[config.mk]
export PLATFORM = sky130hd
export DESIGN_NAME = register_file_mp
export DESIGN_NICKNAME = d
export VERILOG_FILES = /design/src/rtl/regfile_pkg.sv /design/src/rtl/regfile_clear_seq.sv /design/src/rtl/register_file_mp.sv
export SDC_FILE = /design/constraint.sdc
export NUM_CORES = 1
export LEC_CHECK = 0
export CAP_MARGIN = 40
export CORE_MARGIN = 4
export CORE_UTILIZATION = 55
export CTS_CLUSTER_SIZE = 12
export DETAILED_ROUTE_END_ITERATION = 7
export PLACE_DENSITY = 0.75
export SETUP_SLACK_MARGIN = 0.05
export SLEW_MARGIN = 20
export SYNTH_ARGS = -nofsm -noshare
export SYNTH_HDL_FRONTEND = slang
export SYNTH_HIERARCHICAL = 1
export SYNTH_SLANG_ARGS = --single-unit
[constraint.sdc]
create_clock -name clk -period 3.78 [get_ports clk]
set_input_delay 0.756 -clock clk [delete_from_list [all_inputs] [get_ports clk]]
set_output_delay 0.756 -clock clk [all_outputs]
set_load 0.03 [all_outputs]
[src/rtl/regfile_pkg.sv]
// Shared definitions for the multi-port register file: default sizes and clear-FSM encoding.
package regfile_pkg;

  localparam int unsigned DefXlen  = 32;
  localparam int unsigned DefNregs = 32;

  typedef enum logic {
    StClear = 1'b0,
    StIdle  = 1'b1
  } rf_state_e;

endpackage

[src/rtl/regfile_clear_seq.sv]
// Clear sequencer: sweeps registers 1..NREGS-1 to zero after reset or on request,
// then holds ready high until the next clear.
module regfile_clear_seq
  import regfile_pkg::*;
#(
  parameter int unsigned NREGS = DefNregs,
  parameter int unsigned AW    = $clog2(NREGS)
) (
  input  logic          clk_i,
  input  logic          rst_ni,
  input  logic          clear_req_i,
  output logic          ready_o,
  output logic          clr_we_o,
  output logic [AW-1:0] clr_idx_o
);

  localparam logic [AW-1:0] LastIdx = AW'(NREGS - 1);

  rf_state_e     state_q;
  logic [AW-1:0] idx_q;
  logic          ready_q;

  always_ff @(posedge clk_i) begin
    if (!rst_ni) begin
      state_q <= StClear;
      idx_q   <= AW'(1);
      ready_q <= 1'b0;
    end else begin
      unique case (state_q)
        StClear: begin
          // clear_req is deliberately not looked at here so a sweep never restarts
          if (idx_q == LastIdx) begin
            state_q <= StIdle;
            ready_q <= 1'b1;
          end else begin
            idx_q <= idx_q + AW'(1);
          end
        end
        StIdle: begin
          if (clear_req_i) begin
            state_q <= StClear;
            idx_q   <= AW'(1);
            ready_q <= 1'b0;
          end
        end
      endcase
    end
  end

  assign ready_o   = ready_q;
  assign clr_we_o  = (state_q == StClear);
  assign clr_idx_o = idx_q;

endmodule

[src/rtl/register_file_mp.sv]
// Two-read / one-write register file with x0 hardwired to zero, a zeroing sweep after
// reset or clear_req, optional write-to-read forwarding and a registered debug tap.
module register_file_mp
  import regfile_pkg::*;
#(
  parameter int unsigned XLEN    = DefXlen,
  parameter int unsigned NREGS   = DefNregs,
  parameter int unsigned AW      = $clog2(NREGS),
  parameter bit          BYPASS  = 1'b1,
  parameter int unsigned TAP_REG = 5
) (
  input  logic            clk,
  input  logic            rst_n,
  input  logic [AW-1:0]   rs1_addr,
  input  logic [AW-1:0]   rs2_addr,
  output logic [XLEN-1:0] rs1_data,
  output logic [XLEN-1:0] rs2_data,
  input  logic [AW-1:0]   rd_addr,
  input  logic            rd_we,
  input  logic [XLEN-1:0] rd_data,
  input  logic            clear_req,
  output logic            ready,
  output logic [XLEN-1:0] tap_data
);

  localparam logic [AW-1:0] TapAddr = AW'(TAP_REG);

  logic            clr_we;
  logic [AW-1:0]   clr_idx;
  logic            usr_we;
  logic            fwd_en;
  logic            we;
  logic [AW-1:0]   waddr;
  logic [XLEN-1:0] wdata;
  logic [XLEN-1:0] mem_q [NREGS];
  logic [XLEN-1:0] tap_q;

  regfile_clear_seq #(
    .NREGS (NREGS),
    .AW    (AW)
  ) u_clear_seq (
    .clk_i       (clk),
    .rst_ni      (rst_n),
    .clear_req_i (clear_req),
    .ready_o     (ready),
    .clr_we_o    (clr_we),
    .clr_idx_o   (clr_idx)
  );

  // A clear request in the same cycle as a write wins and drops the write.
  assign usr_we = ready && rd_we && (rd_addr != '0) && !clear_req;
  assign fwd_en = BYPASS && ready && rd_we && (rd_addr != '0);
  assign we     = rst_n && (clr_we || usr_we);
  assign waddr  = clr_we ? clr_idx : rd_addr;
  assign wdata  = clr_we ? '0 : rd_data;

  always_ff @(posedge clk) begin
    if (we) begin
      mem_q[waddr] <= wdata;
    end
  end

  always_ff @(posedge clk) begin
    if (!rst_n) begin
      tap_q <= '0;
    end else if (we && (waddr == TapAddr)) begin
      tap_q <= wdata;
    end
  end

  always_comb begin
    rs1_data = '0;
    if (ready && (rs1_addr != '0)) begin
      rs1_data = (fwd_en && (rs1_addr == rd_addr)) ? rd_data : mem_q[rs1_addr];
    end
  end

  always_comb begin
    rs2_data = '0;
    if (ready && (rs2_addr != '0)) begin
      rs2_data = (fwd_en && (rs2_addr == rd_addr)) ? rd_data : mem_q[rs2_addr];
    end
  end

  assign tap_data = tap_q;

endmodule

==> metrics, run 1 <==
outcome completed; fraction of layout cells with a size suffix above 1 0.358; cell area after layout about 60,000 sq um; syn avg cell area between 15 and 20 sq um; sw power roughly 5700 uW; critical path startpoint category primary input; cell taking the most area after synthesis edfxtp_1; clk root buf clkbuf_16; max-cap violations 0; Cell Pwr Density approximately 430 nW/um^2; I/O pin cnt roughly 150; net count after synthesis 2,717; Clock Latency Late Sink about 0.69 ns; share of the synthesized area in the top cell type 0.622; Pint between 15,000 and 20,000 uW; Adder-Cell Fraction of Synth Area 0.000759; CP top delay family buffers and inverters; Clk pwr share 0.412; Logic pwr share 0.084; Critical Path AT around 3.0 ns; Worst setup EP type output pin; Fin Clk Skew 0.0262 ns; post-synthesis compound-gate area fraction 0.0597; Largest stage delay, worst path 0.37 ns; Rows 109; DR WL/cell about 39 microns; Final nets roughly 3,100; GR Util All Layers 0.350; residual DRC count 0; Die ar. approximately 95,000 sq um; Synth Warn # 6; Vias around 32,000; EDFF count, synth around 1,000; mux contribution to synthesized area 0.251; Die H approximately 310 microns; sequential share of power 0.504; Leakage Power 0.0201 uW; fmax ~270 MHz; Worst-path clk slew roughly 0.060 ns; #FFs+latches synth 1,063; Final setup viols 0; dominant synthesized flop cell edfxtp_1; CTS Hold Bufs 0; Slowest-stage cell, CP nor3b_1; DRT Pass-1 Iters 5; actual slew at the worst max-slew pin 0.902 ns; Synth async-reset ratio 0; CTS tree built; minimum clock period 3.74 ns; Seq/Total Area, Yosys 0.637; simple logic cell fraction of the synthesized area 0.0272; WHS Path Cells 2; initial antenna violation count 0; placed wire-length estimate around 110,000 microns; Num CTS Buffers 108; clk sink count between 1,000 and 1,500; XOR/XNOR Fraction of Synth Area 0.00177; final non-filler cell total 4,282; Final ANT Viol Nets 0; highest ir drop seen on vdd approximately 0.00036 V; placed inst area roughly 56,000 sq um; Cells after DPL between 4,000 and 5,000; worst-case reg-to-reg path depth 9; Layout area overhead 21.4%; Reg area 31,500 sq um; CP dominant cell by count buf_12; worst relative slew slack 0.398; Fillers around 5,400; first-pass GRT wire length roughly 230,000 microns; Core ar. a little under 90,000 sq um; Req. time, crit path 3.02 ns; largest net degree at the start of global routing 70; hold wc startpoint tap_data[29]; switching share of power 0.222; synthesized instance count about 2,700; unrepaired setup endpoints after global routing yes; Worst Setup SP rs2_addr[2]; critical path peak fanout 21; Vias/cell about 7.5; H-tree Lvls 3; Crit path depth 10; Buf/Inv on CP 5; hold crit path type flop to flop; Final Hold Vio Count 0; input/output buffers 147; top post-synthesis cells by area edfxtp_1 62%, mux4_2 21%, mux2i_1 3.9%; multi-input logic area 17,400 sq um; Total Wirelength about 170,000 microns; Slew Viols, Final 0; crit path cell chain buf_4, buf_12, nor4_1, nor3b_1, o31ai_4, buf_12, clkbuf_16, a211oi_4, a211o_1, buf_12; global route total overflow 0; starting density of the core 0.557; FF-to-FF Start u_clear_seq/state_q; die width 308 microns; number of global-route vias before repair between 30,000 and 40,000; largest family of logic cells by synthesized area multiplexers; Synth Cell Area 49,500 sq um; fin crit share 0.990; distinct cell type count of the synthesized netlist 63; clock buffer depth 3; Crit Path Category primary input to output pin; GP Congestion between 0.9 and 1; iteration-0 DRC count of the detailed router slightly below 5,000
[registers in the layout, summed over array words and instances (netlist names)]
name,flops
u_clear_seq/state_q,1
u_clear_seq/clr_idx_o,5
tap_data,32
mem_q,1024
u_clear_seq/ready_o,1
[power by group through the flow]
stage                     clock network, uW  logic, uW  registers [uW]
after CTS                             10600       2060           12900
after floorplan                           0       1200           13100
after detailed placement                  0       2030           13100
after global placement                    0       1970           13100
after global routing                  11100       2200           12900
final                                 10500       2150           12900
[worst reg2reg max path, delay by kind of cell, from the launching register on]
kind,cells,cell delay (ns)
buf+inv,6,1.63
simple gates,1,0.61
flops,1,0.41
compound gates,2,0.35
[area by class of cell]
class,count,area share
diodes,4,0.000167
clock buffers,162,0.0507
clock inverters,29,0.00617
inverters,8,0.000500
multi-input cells,1368,0.289
flip-flops and latches,1063,0.525
well taps,1165,0.0243
repair buffers,483,0.104
[per-stage QoR]
| stage | power (uW) | hold WS (ns) | TNS [ns] | util | worst slack [ns] |
|---|---|---|---|---|---|
| floorplan | 14300 | 0.510 | 0 | - | 0.104 |
| global route | 26100 | 0.473 | 0 | 0.676 | 0.0201 |
| detailed placement | 15100 | 0.452 | -1.91 | 0.630 | -0.167 |
| global placement | 15100 | 0.444 | -3.89 | 0.622 | -0.211 |
| CTS | 25500 | 0.461 | 0 | 0.672 | 0.0458 |
| finish | 25600 | 0.459 | 0 | 0.677 | 0.0373 |
[per-layer routing]
layer / GRT usage / part of all wire / wire (microns)
met4: 0.203 / 0.075 / 12600
met1: 0.443 / 0.31 / 52800
met3: 0.105 / 0.15 / 25700
met5: 0 / 0 / 0
met2: 0.544 / 0.46 / 77700
[kinds of logic after synthesis]
kind of cell / after synthesis
AOI/OAI and AO/OA: 409
xor gates and xnor gates: 10
adders and majority gates: 3
buffers and inverters: 232
DFF: 1063
muxes: 663
and+or+nand+nor: 283
[layout by cell type, fill, tap and decap left out, drive strengths merged, types with 4 or more instances in the layout]
master / n
inv: 10
and2: 4
clkbuf: 168
nand2: 119
a41oi: 7
dfxtp: 39
nand4: 7
o221ai: 34
a2bb2oi: 4
mux4: 459
clkinv: 19
nand3: 39
bufinv: 8
a32o: 29
a221oi: 4
buf: 401
nor2: 39
xnor2: 10
a221o: 34
diode: 4
a211o: 10
clkdlybuf4s50: 67
nor3b: 5
o21ai: 71
mux2: 13
a211oi: 14
o22ai: 14
o211ai: 8
and3: 6
mux2i: 191
o2bb2ai: 4
a22oi: 93
edfxtp: 1024
nor2b: 49
nor3: 4
a21oi: 67
[Yosys cell counts, drive strengths merged, types with 3 or more instances]
master	count
a41oi	7
a221oi	4
a221o	34
a211oi	14
nor2	39
a211o	10
xnor2	10
and2	4
mux2	13
a22oi	93
buf	133
inv	7
or3	3
o21ai	71
clkbuf	91
ha	3
o22ai	14
mux4	459
a21boi	3
mux2i	191
edfxtp	1024
o211ai	8
nand3	39
a32o	29
o2bb2ai	4
nor2b	49
and3	6
nor3	4
dfxtp	39
o221ai	34
a2bb2oi	4
nor3b	5
a21oi	67
nand2	119
nand4	7
[final timing paths]
path | end | slack (ns)
max reg2reg | mem_q[25][9] | 0.45
min | tap_data[29] | 0.46
min reg2reg | tap_data[29] | 0.46
max | rs2_data[6] | 0.04
[repair_timing]
item | in CTS | in global routing
pin swaps | 11 | 12
cloned | 3 | 7
endpoints found under the setup margin | 42 | 41
gates resized for setup | 33 | 24
buffers inserted | 2 | 13
No activity file was read; power rests on OpenSTA's default activity.
==> run 2, diff against run 1 <==
--- a/config.mk
+++ b/config.mk
@@ -10,7 +10,7 @@
 export CORE_UTILIZATION = 55
 export CTS_CLUSTER_SIZE = 12
 export DETAILED_ROUTE_END_ITERATION = 7
-export PLACE_DENSITY = 0.75
+export PLACE_DENSITY = 0.72
 export SETUP_SLACK_MARGIN = 0.05
 export SLEW_MARGIN = 20
 export SYNTH_ARGS = -nofsm -noshare
==> constraint.sdc (replaced) <==
create_clock -name clk -period 4.6 [get_ports clk]
set_input_delay 0.92 -clock clk [delete_from_list [all_inputs] [get_ports clk]]
set_output_delay 0.92 -clock clk [all_outputs]
set_load 0.03 [all_outputs]
==> metrics, run 2 (synthesis gave the netlist of run 1 again) <==
largest net degree at the start of global routing 97; clock buffer depth 3; Layout area overhead 16.6%; Slew Viols, Final 0; fin crit share 0.952; highest ir drop seen on vdd between 0.0003 and 0.0004 V; Fin Clk Skew 0.0121 ns; Worst-path clk slew roughly 0.060 ns; H-tree Lvls 3; fraction of layout cells with a size suffix above 1 0.329; Die H a little over 300 microns; Req. time, crit path about 3.7 ns; placed wire-length estimate 97,000 microns; hold crit path type flop to flop; Critical Path AT 3.46 ns; fmax ~230 MHz; critical path peak fanout 32; Worst setup EP type output pin; Die ar. 94,800 sq um; clk root buf clkbuf_16; number of global-route vias before repair around 31,000; Place WS a little under 0.3 ns; Top reg by flops mem_q; actual slew at the worst max-slew pin about 0.90 ns; residual DRC count 0; leading cell types in the layout, fill and taps excluded 1,024 x edfxtp_1, 459 x mux4_2, 218 x buf_4, 191 x mux2i_1, 119 x nand2_1; initial antenna violation count 1; max reg flops 1,024; I/O pin cnt approximately 150; Final ANT Viol Nets 0; Final Hold Vio Count 0; Num CTS Buffers 110; starting density of the core 0.557; Total Wirelength ~160,000 microns; setup bufs post-CTS 0; Cell Pwr Density approximately 360 nW/um^2; CTS resizes 0; CTS tree built; Vias/cell between 7 and 8; die width approximately 310 microns; input/output buffers 147; Core ar. ~89,000 sq um; Leakage Power about 0.019 uW; worst relative slew slack 0.399; Vias between 30,000 and 40,000; clk sink count about 1,100; most common cell after layout, fill and taps aside edfxtp_1; final worst slack 0.220 ns; unrepaired setup endpoints after global routing no; critical path startpoint category primary input; DR WL/cell ~38 microns; global route total overflow 0; GR Util All Layers 0.333; DRT Pass-1 Iters 6; outcome completed; iteration-0 DRC count of the detailed router 5,115; Final setup viols 0; Final nets slightly below 3,000; Rows 109; Power, Total between 20,000 and 25,000 uW; minimum clock period 4.38 ns; max-cap violations 0; first-pass GRT wire length 225,000 microns; Clock Latency Late Sink 0.67 ns; Final TNS setup 0 ns; CTS Hold Bufs 0; Crit Path Category primary input to output pin; GP Congestion 0.866
[run 2: cell count changes in the layout (fill, tap and decap cells not counted), sizes merged]
cell	previous run	this run
clkdlybuf4s50	67	73
diode	4	1
dlymetal6s2s	3	0
dlygate4sd2	2	0
bufbuf	3	0
clkbuf	168	164
clkdlybuf4s15	1	0
bufinv	8	6
clkinvlp	0	3
buf	401	304
clkinv	19	25
[run 2: per-layer routing]
layer	vias to the layer above	wire, microns	GRT usage
met5	-	0	0
met3	449	19300	0.0760
li1	12000	-	-
met4	0	8230	0.147
met1	16000	52800	0.437
met2	2401	77000	0.542
[run 2: worst paths after layout]
| kind | start | end | slack, ns | depth (start not counted) |
|---|---|---|---|---|
| setup / recovery | rd_addr[0] | rs2_data[5] | 0.22 | 8 |
| hold reg to reg | tap_data[6] | tap_data[6] | 0.45 | 2 |
| setup reg to reg | u_clear_seq/state_q | mem_q[29][16] | 1.26 | 7 |
| hold / removal | tap_data[6] | tap_data[6] | 0.45 | 2 |
[run 2: power by group]
part / internal [uW] / switching, uW / total (uW) / leakage [uW]
clock: 4960 / 3660 / 8610 / 0.00167
sequential: 10500 / 35.7 / 10600 / 0.00984
combinational: 714 / 890 / 1600 / 0.00752
[run 2: layout make-up]
type                            count  area [sq um]
Clock inverter                     36           350
Inverter                            8          30.0
Fill cell                        5847         31100
Sequential cell                  1063         31500
Timing Repair Buffer              377          4010
Tap cell                         1165          1460
Antenna cell                        1          2.50
Multi-Input combinational cell   1368         17200
Clock buffer                      164          3090
[run 2: metrics by stage]
step,instances,hold WS (ns),utilization,area (sq um)
2_1_floorplan,2663,0.510,-,49500
3_3_place_gp,3959,0.443,0.606,53800
3_5_place_dp,3980,0.450,0.611,54200
4_1_cts,4180,0.458,0.649,57700
5_1_grt,4182,0.473,0.650,57700
6_report,4182,0.455,0.650,57700
[run 2: critical path: stages]
cell and delay, ns:
clkdlybuf4s50_1 0.44, or4_4 0.57, o21ai_2 0.24, o31ai_4 0.12, buf_12 0.24, a211oi_1 0.51, a211o_1 0.26, buf_12 0.14
